<file path="src/rtl/data_mem_if.sv">
// Request/response bundle between the control unit (master) and the data memory controller (slave).
// DATA_MEM_PARITY_EN adds the parity_inj / parity_err signals.
interface data_mem_if #(
    parameter int DATA_W = 8,
    parameter int ADDR_W = 8
);
    logic              start;
    logic              MW;
    logic [ADDR_W-1:0] bus_A;
    logic [DATA_W-1:0] bus_B;
    logic              busy;
    logic              done;
    logic [DATA_W-1:0] mem_out;
    logic              addr_err;
`ifdef DATA_MEM_PARITY_EN
    logic              parity_inj;
    logic              parity_err;

    modport master (output start, MW, bus_A, bus_B, parity_inj,
                    input  busy, done, mem_out, addr_err, parity_err);
    modport slave  (input  start, MW, bus_A, bus_B, parity_inj,
                    output busy, done, mem_out, addr_err, parity_err);
`else
    modport master (output start, MW, bus_A, bus_B,
                    input  busy, done, mem_out, addr_err);
    modport slave  (input  start, MW, bus_A, bus_B,
                    output busy, done, mem_out, addr_err);
`endif
endinterface

</file>
<file path="src/rtl/data_mem_ctrl.sv">
// Single-port synchronous data RAM behind a start/busy/done handshake with programmable wait cycles.
// Optional per-word parity bit when DATA_MEM_PARITY_EN is defined.
//
// state  | meaning
// IDLE   | waiting for start; request fields latched when it arrives
// ACCESS | counting down wait cycles; RAM access on the edge the counter is zero
// DONE   | one-cycle completion, done/addr_err/parity_err valid
module data_mem_ctrl #(
    parameter int DATA_W   = 8,
    parameter int ADDR_W   = 8,
    parameter int DEPTH    = 256,
    parameter int WAIT_CYC = 1
) (
    input  logic       clk,
    input  logic       reset,
    data_mem_if.slave  bus
);
    localparam logic [1:0] S_IDLE   = 2'd0;
    localparam logic [1:0] S_ACCESS = 2'd1;
    localparam logic [1:0] S_DONE   = 2'd2;

    localparam int              IDX_W   = (DEPTH > 1) ? $clog2(DEPTH) : 1;
    localparam logic [ADDR_W:0] DEPTH_L = (ADDR_W + 1)'(DEPTH);
    localparam logic [3:0]      WAIT_L  = 4'(WAIT_CYC);

    logic [1:0]        state;
    logic [3:0]        cnt;
    logic              mw_q;
    logic [ADDR_W-1:0] addr_q;
    logic [DATA_W-1:0] data_q;
    logic [DATA_W-1:0] mem_out_q;
    logic              addr_err_q;
    logic              in_range;
    logic              fire;
    logic [IDX_W-1:0]  idx;

    logic [DATA_W-1:0] ram [DEPTH];

    // Extended compare so DEPTH == 2**ADDR_W never flags an error and nothing wraps.
    assign in_range = ({1'b0, addr_q} < DEPTH_L);
    assign fire     = (state == S_ACCESS) && (cnt == 4'd0);
    assign idx      = addr_q[IDX_W-1:0];

`ifdef DATA_MEM_PARITY_EN
    logic ram_par [DEPTH];
    logic inj_q;
    logic parity_err_q;
`endif

    always_ff @(posedge clk) begin
        if (reset) begin
            state      <= S_IDLE;
            cnt        <= 4'd0;
            mw_q       <= 1'b0;
            addr_q     <= '0;
            data_q     <= '0;
            mem_out_q  <= '0;
            addr_err_q <= 1'b0;
`ifdef DATA_MEM_PARITY_EN
            inj_q        <= 1'b0;
            parity_err_q <= 1'b0;
`endif
        end else begin
            addr_err_q <= 1'b0;
`ifdef DATA_MEM_PARITY_EN
            parity_err_q <= 1'b0;
`endif
            case (state)
                S_IDLE: begin
                    if (bus.start) begin
                        mw_q   <= bus.MW;
                        addr_q <= bus.bus_A;
                        data_q <= bus.bus_B;
                        cnt    <= WAIT_L;
                        state  <= S_ACCESS;
`ifdef DATA_MEM_PARITY_EN
                        inj_q  <= bus.parity_inj;
`endif
                    end
                end
                S_ACCESS: begin
                    if (cnt != 4'd0) begin
                        cnt <= cnt - 4'd1;
                    end else begin
                        state      <= S_DONE;
                        addr_err_q <= ~in_range;
                        if (!mw_q) begin
                            mem_out_q <= in_range ? ram[idx] : '0;
`ifdef DATA_MEM_PARITY_EN
                            parity_err_q <= in_range & (ram_par[idx] ^ (^ram[idx]));
`endif
                        end
                    end
                end
                S_DONE:  state <= S_IDLE;
                default: state <= S_IDLE;
            endcase
        end
    end

    // RAM is never reset; a reset edge simply blocks the pending write.
    always_ff @(posedge clk) begin
        if (!reset && fire && mw_q && in_range) begin
            ram[idx] <= data_q;
`ifdef DATA_MEM_PARITY_EN
            ram_par[idx] <= (^data_q) ^ inj_q;
`endif
        end
    end

    assign bus.busy     = (state != S_IDLE);
    assign bus.done     = (state == S_DONE);
    assign bus.mem_out  = mem_out_q;
    assign bus.addr_err = addr_err_q;
`ifdef DATA_MEM_PARITY_EN
    assign bus.parity_err = parity_err_q;
`endif
endmodule

</file>
<file path="src/flat_wrapper.sv">
// flat-port wrapper written by rule: the top's interface ports become plain ports
module data_mem_ctrl_flat 
#(
    parameter int DATA_W   = 8,
    parameter int ADDR_W   = 8,
    parameter int DEPTH    = 256,
    parameter int WAIT_CYC = 1
)
  (clk, reset, bus_start, bus_MW, bus_bus_A, bus_bus_B, bus_busy, bus_done, bus_mem_out, bus_addr_err);
  data_mem_if #(.DATA_W(DATA_W), .ADDR_W(ADDR_W)) bus_i ();
  input  logic clk;
  input  logic reset;
  input wire logic [$bits(bus_i.start)-1:0] bus_start;
  input wire logic [$bits(bus_i.MW)-1:0] bus_MW;
  input wire logic [$bits(bus_i.bus_A)-1:0] bus_bus_A;
  input wire logic [$bits(bus_i.bus_B)-1:0] bus_bus_B;
  output wire logic [$bits(bus_i.busy)-1:0] bus_busy;
  output wire logic [$bits(bus_i.done)-1:0] bus_done;
  output wire logic [$bits(bus_i.mem_out)-1:0] bus_mem_out;
  output wire logic [$bits(bus_i.addr_err)-1:0] bus_addr_err;
  assign bus_i.start = bus_start;
  assign bus_i.MW = bus_MW;
  assign bus_i.bus_A = bus_bus_A;
  assign bus_i.bus_B = bus_bus_B;
  assign bus_busy = bus_i.busy;
  assign bus_done = bus_i.done;
  assign bus_mem_out = bus_i.mem_out;
  assign bus_addr_err = bus_i.addr_err;
  data_mem_ctrl #(.DATA_W(DATA_W), .ADDR_W(ADDR_W), .DEPTH(DEPTH), .WAIT_CYC(WAIT_CYC)) u_core (.clk(clk), .reset(reset), .bus(bus_i));
endmodule
</file>
<file path="config.mk">
export PLATFORM = sky130hd
export DESIGN_NAME = data_mem_ctrl_flat
export DESIGN_NICKNAME = d
export VERILOG_FILES = /design/src/rtl/data_mem_if.sv /design/src/rtl/data_mem_ctrl.sv /design/src/flat_wrapper.sv
export SDC_FILE = /design/constraint.sdc
export NUM_CORES = 2
export LEC_CHECK = 0
export BUFFER_PORTS_ARGS = -buffer_cell sky130_fd_sc_hd__buf_2
export CAP_MARGIN = 20
export CORE_MARGIN = 1.5
export CORE_UTILIZATION = 25
export CTS_CLUSTER_DIAMETER = 40
export DETAILED_ROUTE_END_ITERATION = 10
export PLACE_DENSITY = 0.45
export SLEW_MARGIN = 10
export SYNTH_ARGS = -nofsm -noshare
export SYNTH_HDL_FRONTEND = slang
export SYNTH_SLANG_ARGS = --single-unit
</file>
<file path="constraint.sdc">
create_clock -name clk -period 5.8 [get_ports clk]
set_input_delay 0 -clock clk [delete_from_list [all_inputs] [get_ports clk]]
set_output_delay 0 -clock clk [all_outputs]
set_load 0.02 [all_outputs]
</file>
==> run metrics <==
run status complete, no violations; Core Util, Final 30.0%; clock tree from TritonCTS built; leakage dissipation 0.0287 uW; unrepaired setup endpoints after global routing false; area share of the leading cell type in the synthesized netlist 75.7%; Switching Fraction 22.9%; internal power component 28500 uW; Max Fclk 229 MHz; final weighted congestion of routability-driven global placement 0.804; number of search-and-repair iterations in the first detailed-routing pass 6; CTS clock-pin slew for the worst setup and hold paths 50 ps; Gates resized, CTS repair 0; Post-synth EDFFs 2048; Synth cell types 81; part of the total power dissipated in combinational logic 5.2%; CP endpoint kind flop; Setup Buffers After CTS 0; antenna violations before repair 16; most utilized layer in the global route result met2; FF+latch count, synth 2079; ratio of final minimum period to clock period 75.2%; die area 329000 sq um; Area growth, synth to finish 19.6%; drt first-iter violations 4193; transition time at the pin with the least slew margin 1130 ps; Avg Inst Size Synth 20.7 sq um; kind of start point of the critical path flop; data arrival time of the critical path 4810 ps; root buffer cell sky130_fd_sc_hd__clkbuf_16; share of synthesized registers carrying an async set or reset 0%; number of I/O pins 31; Hold Crit Class primary input to flop; IR drop worst, VDD 0.000236 V; count of buffers inserted at the top-level ports 29; normalized max-slew margin 24.8%; vias in the first global route 42600; Vias 41300; sequential share of power 45.3%; TritonCTS Sinks 2079; Routed WL 245000 microns; syn nets 3955; largest cells by area after synthesis sky130_fd_sc_hd__edfxtp_1, sky130_fd_sc_hd__mux4_2, sky130_fd_sc_hd__mux2i_1, sky130_fd_sc_hd__nor2_1, sky130_fd_sc_hd__mux4_1; ANT nets after route 0; least setup slack across all paths after layout 1440 ps; setup tns final 0 ps; worst setup slack after placement 1430 ps; H-tree depth reported by CTS 5; GRT Util Overall 14.6%; area leader, netlist sky130_fd_sc_hd__edfxtp_1; critical path class flop to flop; warnings from Yosys 0; detailed-route DRC error count 0; vias per cell 4.70; cell count after synthesis 3934; met2 track demand over resource 23.4%; HPWL after DPL 148000 microns; Clk pwr share 49.5%; pin count of the biggest net entering global routing 176; Final min period 4360 ps; maximum number of buffers from clock root to sink 4; Critical Path Fanout Max 9; fin. max-slew vios 0; fraction of layout cells with a size suffix above 1 25.3%; count of maximum capacitance violations 0; required arrival time at the worst endpoint 6250 ps; global-route wire length before repair 343000 microns; final net count 4241; primary flip-flop cell chosen by synthesis mapping sky130_fd_sc_hd__edfxtp_1; WL per Instance 27.8 microns; vertical extent of the die 573 microns; overflow left after global routing 0; Die W 573 microns; Final Setup Violations 0; reported net switching power 8470 uW; synthesized area 81300 sq um; row cnt 209; Final Hold Vio Count 0; area of the core 324000 sq um; met3 Usage GRT 2.68%; sequential fraction of the synthesis area 76.4%; Initial Utilization 25.1%; total clock buffers created by CTS 301; Fin Clk Skew 65.1 ps; hold buffer count at CTS 67; clock latency of the later-clocked register in the worst-skew pair 880 ps; met1 routing resource usage after global routing 20.0%; total power density per cell area 381 nW/um^2
-- critical path: stages (launching register included) --
cell	delay, ps
sky130_fd_sc_hd__dfxtp_1	340
sky130_fd_sc_hd__inv_1	70
sky130_fd_sc_hd__ha_1	160
sky130_fd_sc_hd__nor3b_1	340
sky130_fd_sc_hd__nand2_1	190
sky130_fd_sc_hd__nor2_1	170
sky130_fd_sc_hd__nand2_1	290
sky130_fd_sc_hd__nor3_1	530
sky130_fd_sc_hd__nand2_1	720
sky130_fd_sc_hd__buf_4	510
sky130_fd_sc_hd__nor2_1	580
-- final timing paths --
check | from | to | slack, ps | cells past startpoint
worst max-delay path | u_core.cnt[0] | u_core.ram[244][5] | 1440 | 10
worst min-delay path | reset | u_core.cnt[1] | 270 | 3
worst max register to register | u_core.cnt[0] | u_core.ram[244][5] | 1440 | 10
worst min register to register | u_core.cnt[0] | u_core.cnt[0] | 540 | 1
-- final cells by class --
cell class | instances | area, sq um
Fill cell | 31500 | 227000
Sequential cell | 2079 | 62200
Multi-Input combinational cell | 1605 | 17400
Clock buffer | 334 | 7720
Tap cell | 4325 | 5410
Clock inverter | 207 | 2350
Timing Repair Buffer | 223 | 2070
Inverter | 10 | 41.3
Antenna cell | 4 | 10.0
-- cell usage in the layout, fill, tap and decap left out, types with 32 or more instances in the layout --
cell type                       synthesis  final
sky130_fd_sc_hd__dlygate4sd3_1          0     67
sky130_fd_sc_hd__buf_4                 43     95
sky130_fd_sc_hd__nand2_1              144    133
sky130_fd_sc_hd__mux2i_1              142    142
sky130_fd_sc_hd__o22ai_1               61     61
sky130_fd_sc_hd__clkinv_2               0     38
sky130_fd_sc_hd__nor2_1               337    335
sky130_fd_sc_hd__inv_6                  0     35
sky130_fd_sc_hd__mux4_2               434    434
sky130_fd_sc_hd__bufinv_16              0     34
sky130_fd_sc_hd__clkinv_1               1     32
sky130_fd_sc_hd__clkbuf_16              0    304
sky130_fd_sc_hd__o21ai_0               40     40
sky130_fd_sc_hd__edfxtp_1            2048   2048
sky130_fd_sc_hd__a21oi_1               47     47
sky130_fd_sc_hd__a22oi_1               52     52
-- registers in the layout, indices dropped and copies added, names as in the netlist --
signal	cells
u_core.ram	2048
u_core.state	2
u_core.mw_q	1
u_core.bus.mem_out	8
u_core.cnt	4
u_core.data_q	8
u_core.addr_q	8
-- synth_stat cells (15+ instances only) --
cell type / count
sky130_fd_sc_hd__dfxtp_1: 31
sky130_fd_sc_hd__nor4_1: 16
sky130_fd_sc_hd__o32ai_1: 15
sky130_fd_sc_hd__o22ai_1: 61
sky130_fd_sc_hd__nand2_1: 144
sky130_fd_sc_hd__mux4_1: 31
sky130_fd_sc_hd__a31oi_1: 17
sky130_fd_sc_hd__mux2i_1: 142
sky130_fd_sc_hd__o21ai_0: 40
sky130_fd_sc_hd__nor3_1: 15
sky130_fd_sc_hd__nand3_1: 28
sky130_fd_sc_hd__a21oi_1: 47
sky130_fd_sc_hd__a22oi_1: 52
sky130_fd_sc_hd__edfxtp_1: 2048
sky130_fd_sc_hd__clkbuf_1: 50
sky130_fd_sc_hd__a211oi_1: 25
sky130_fd_sc_hd__nor2b_1: 25
sky130_fd_sc_hd__nor2_1: 337
sky130_fd_sc_hd__mux4_2: 434
sky130_fd_sc_hd__buf_6: 53
sky130_fd_sc_hd__buf_2: 70
sky130_fd_sc_hd__buf_4: 43
-- cell families after synthesis --
| group | count (synthesis) | synth area share (%) |
|---|---|---|
| buffers and inverters | 250 | 2.19 |
| AOI/OAI and AO/OA | 357 | 3.07 |
| xor gates and xnor gates | 2 | 0.0216 |
| DFF | 2079 | 76.4 |
| and+or+nand+nor | 624 | 3.32 |
| other | 1 | 0.00461 |
| adders and majority gates | 1 | 0.0154 |
| muxes | 620 | 15.0 |
-- stage by stage --
| stage | area, sq um | cells | hold WS [ps] | power, uW |
|---|---|---|---|---|
| final | 97200 | 8787 | 273 | 37000 |
| after global routing | 97200 | 8784 | 285 | 38000 |
| after CTS | 97200 | 8781 | 215 | 37400 |
| after detailed placement | 86400 | 8173 | 239 | 19000 |
| after global placement | 86300 | 8163 | 238 | 19000 |
| after floorplan | 81300 | 3934 | 83.9 | 18200 |
-- power by group through the flow --
| stage | Clock (uW) | Sequential (uW) | Combinational, uW |
|---|---|---|---|
| finish | 18300 | 16800 | 1940 |
| floorplan | 0 | 17100 | 1070 |
| global route | 19200 | 16700 | 2040 |
| global placement | 0 | 17100 | 1920 |
| CTS | 18700 | 16800 | 1970 |
| detailed placement | 0 | 17100 | 1920 |
-- routing by layer --
layer  share of wire [%]  vias to the layer above
met5              0.0053                        -
met4                 3.1                        2
met3                 6.4                      348
met2                  47                     1573
met1                  43                    22400
li1                    -                    17000
Power figures use the tool's default switching activity.
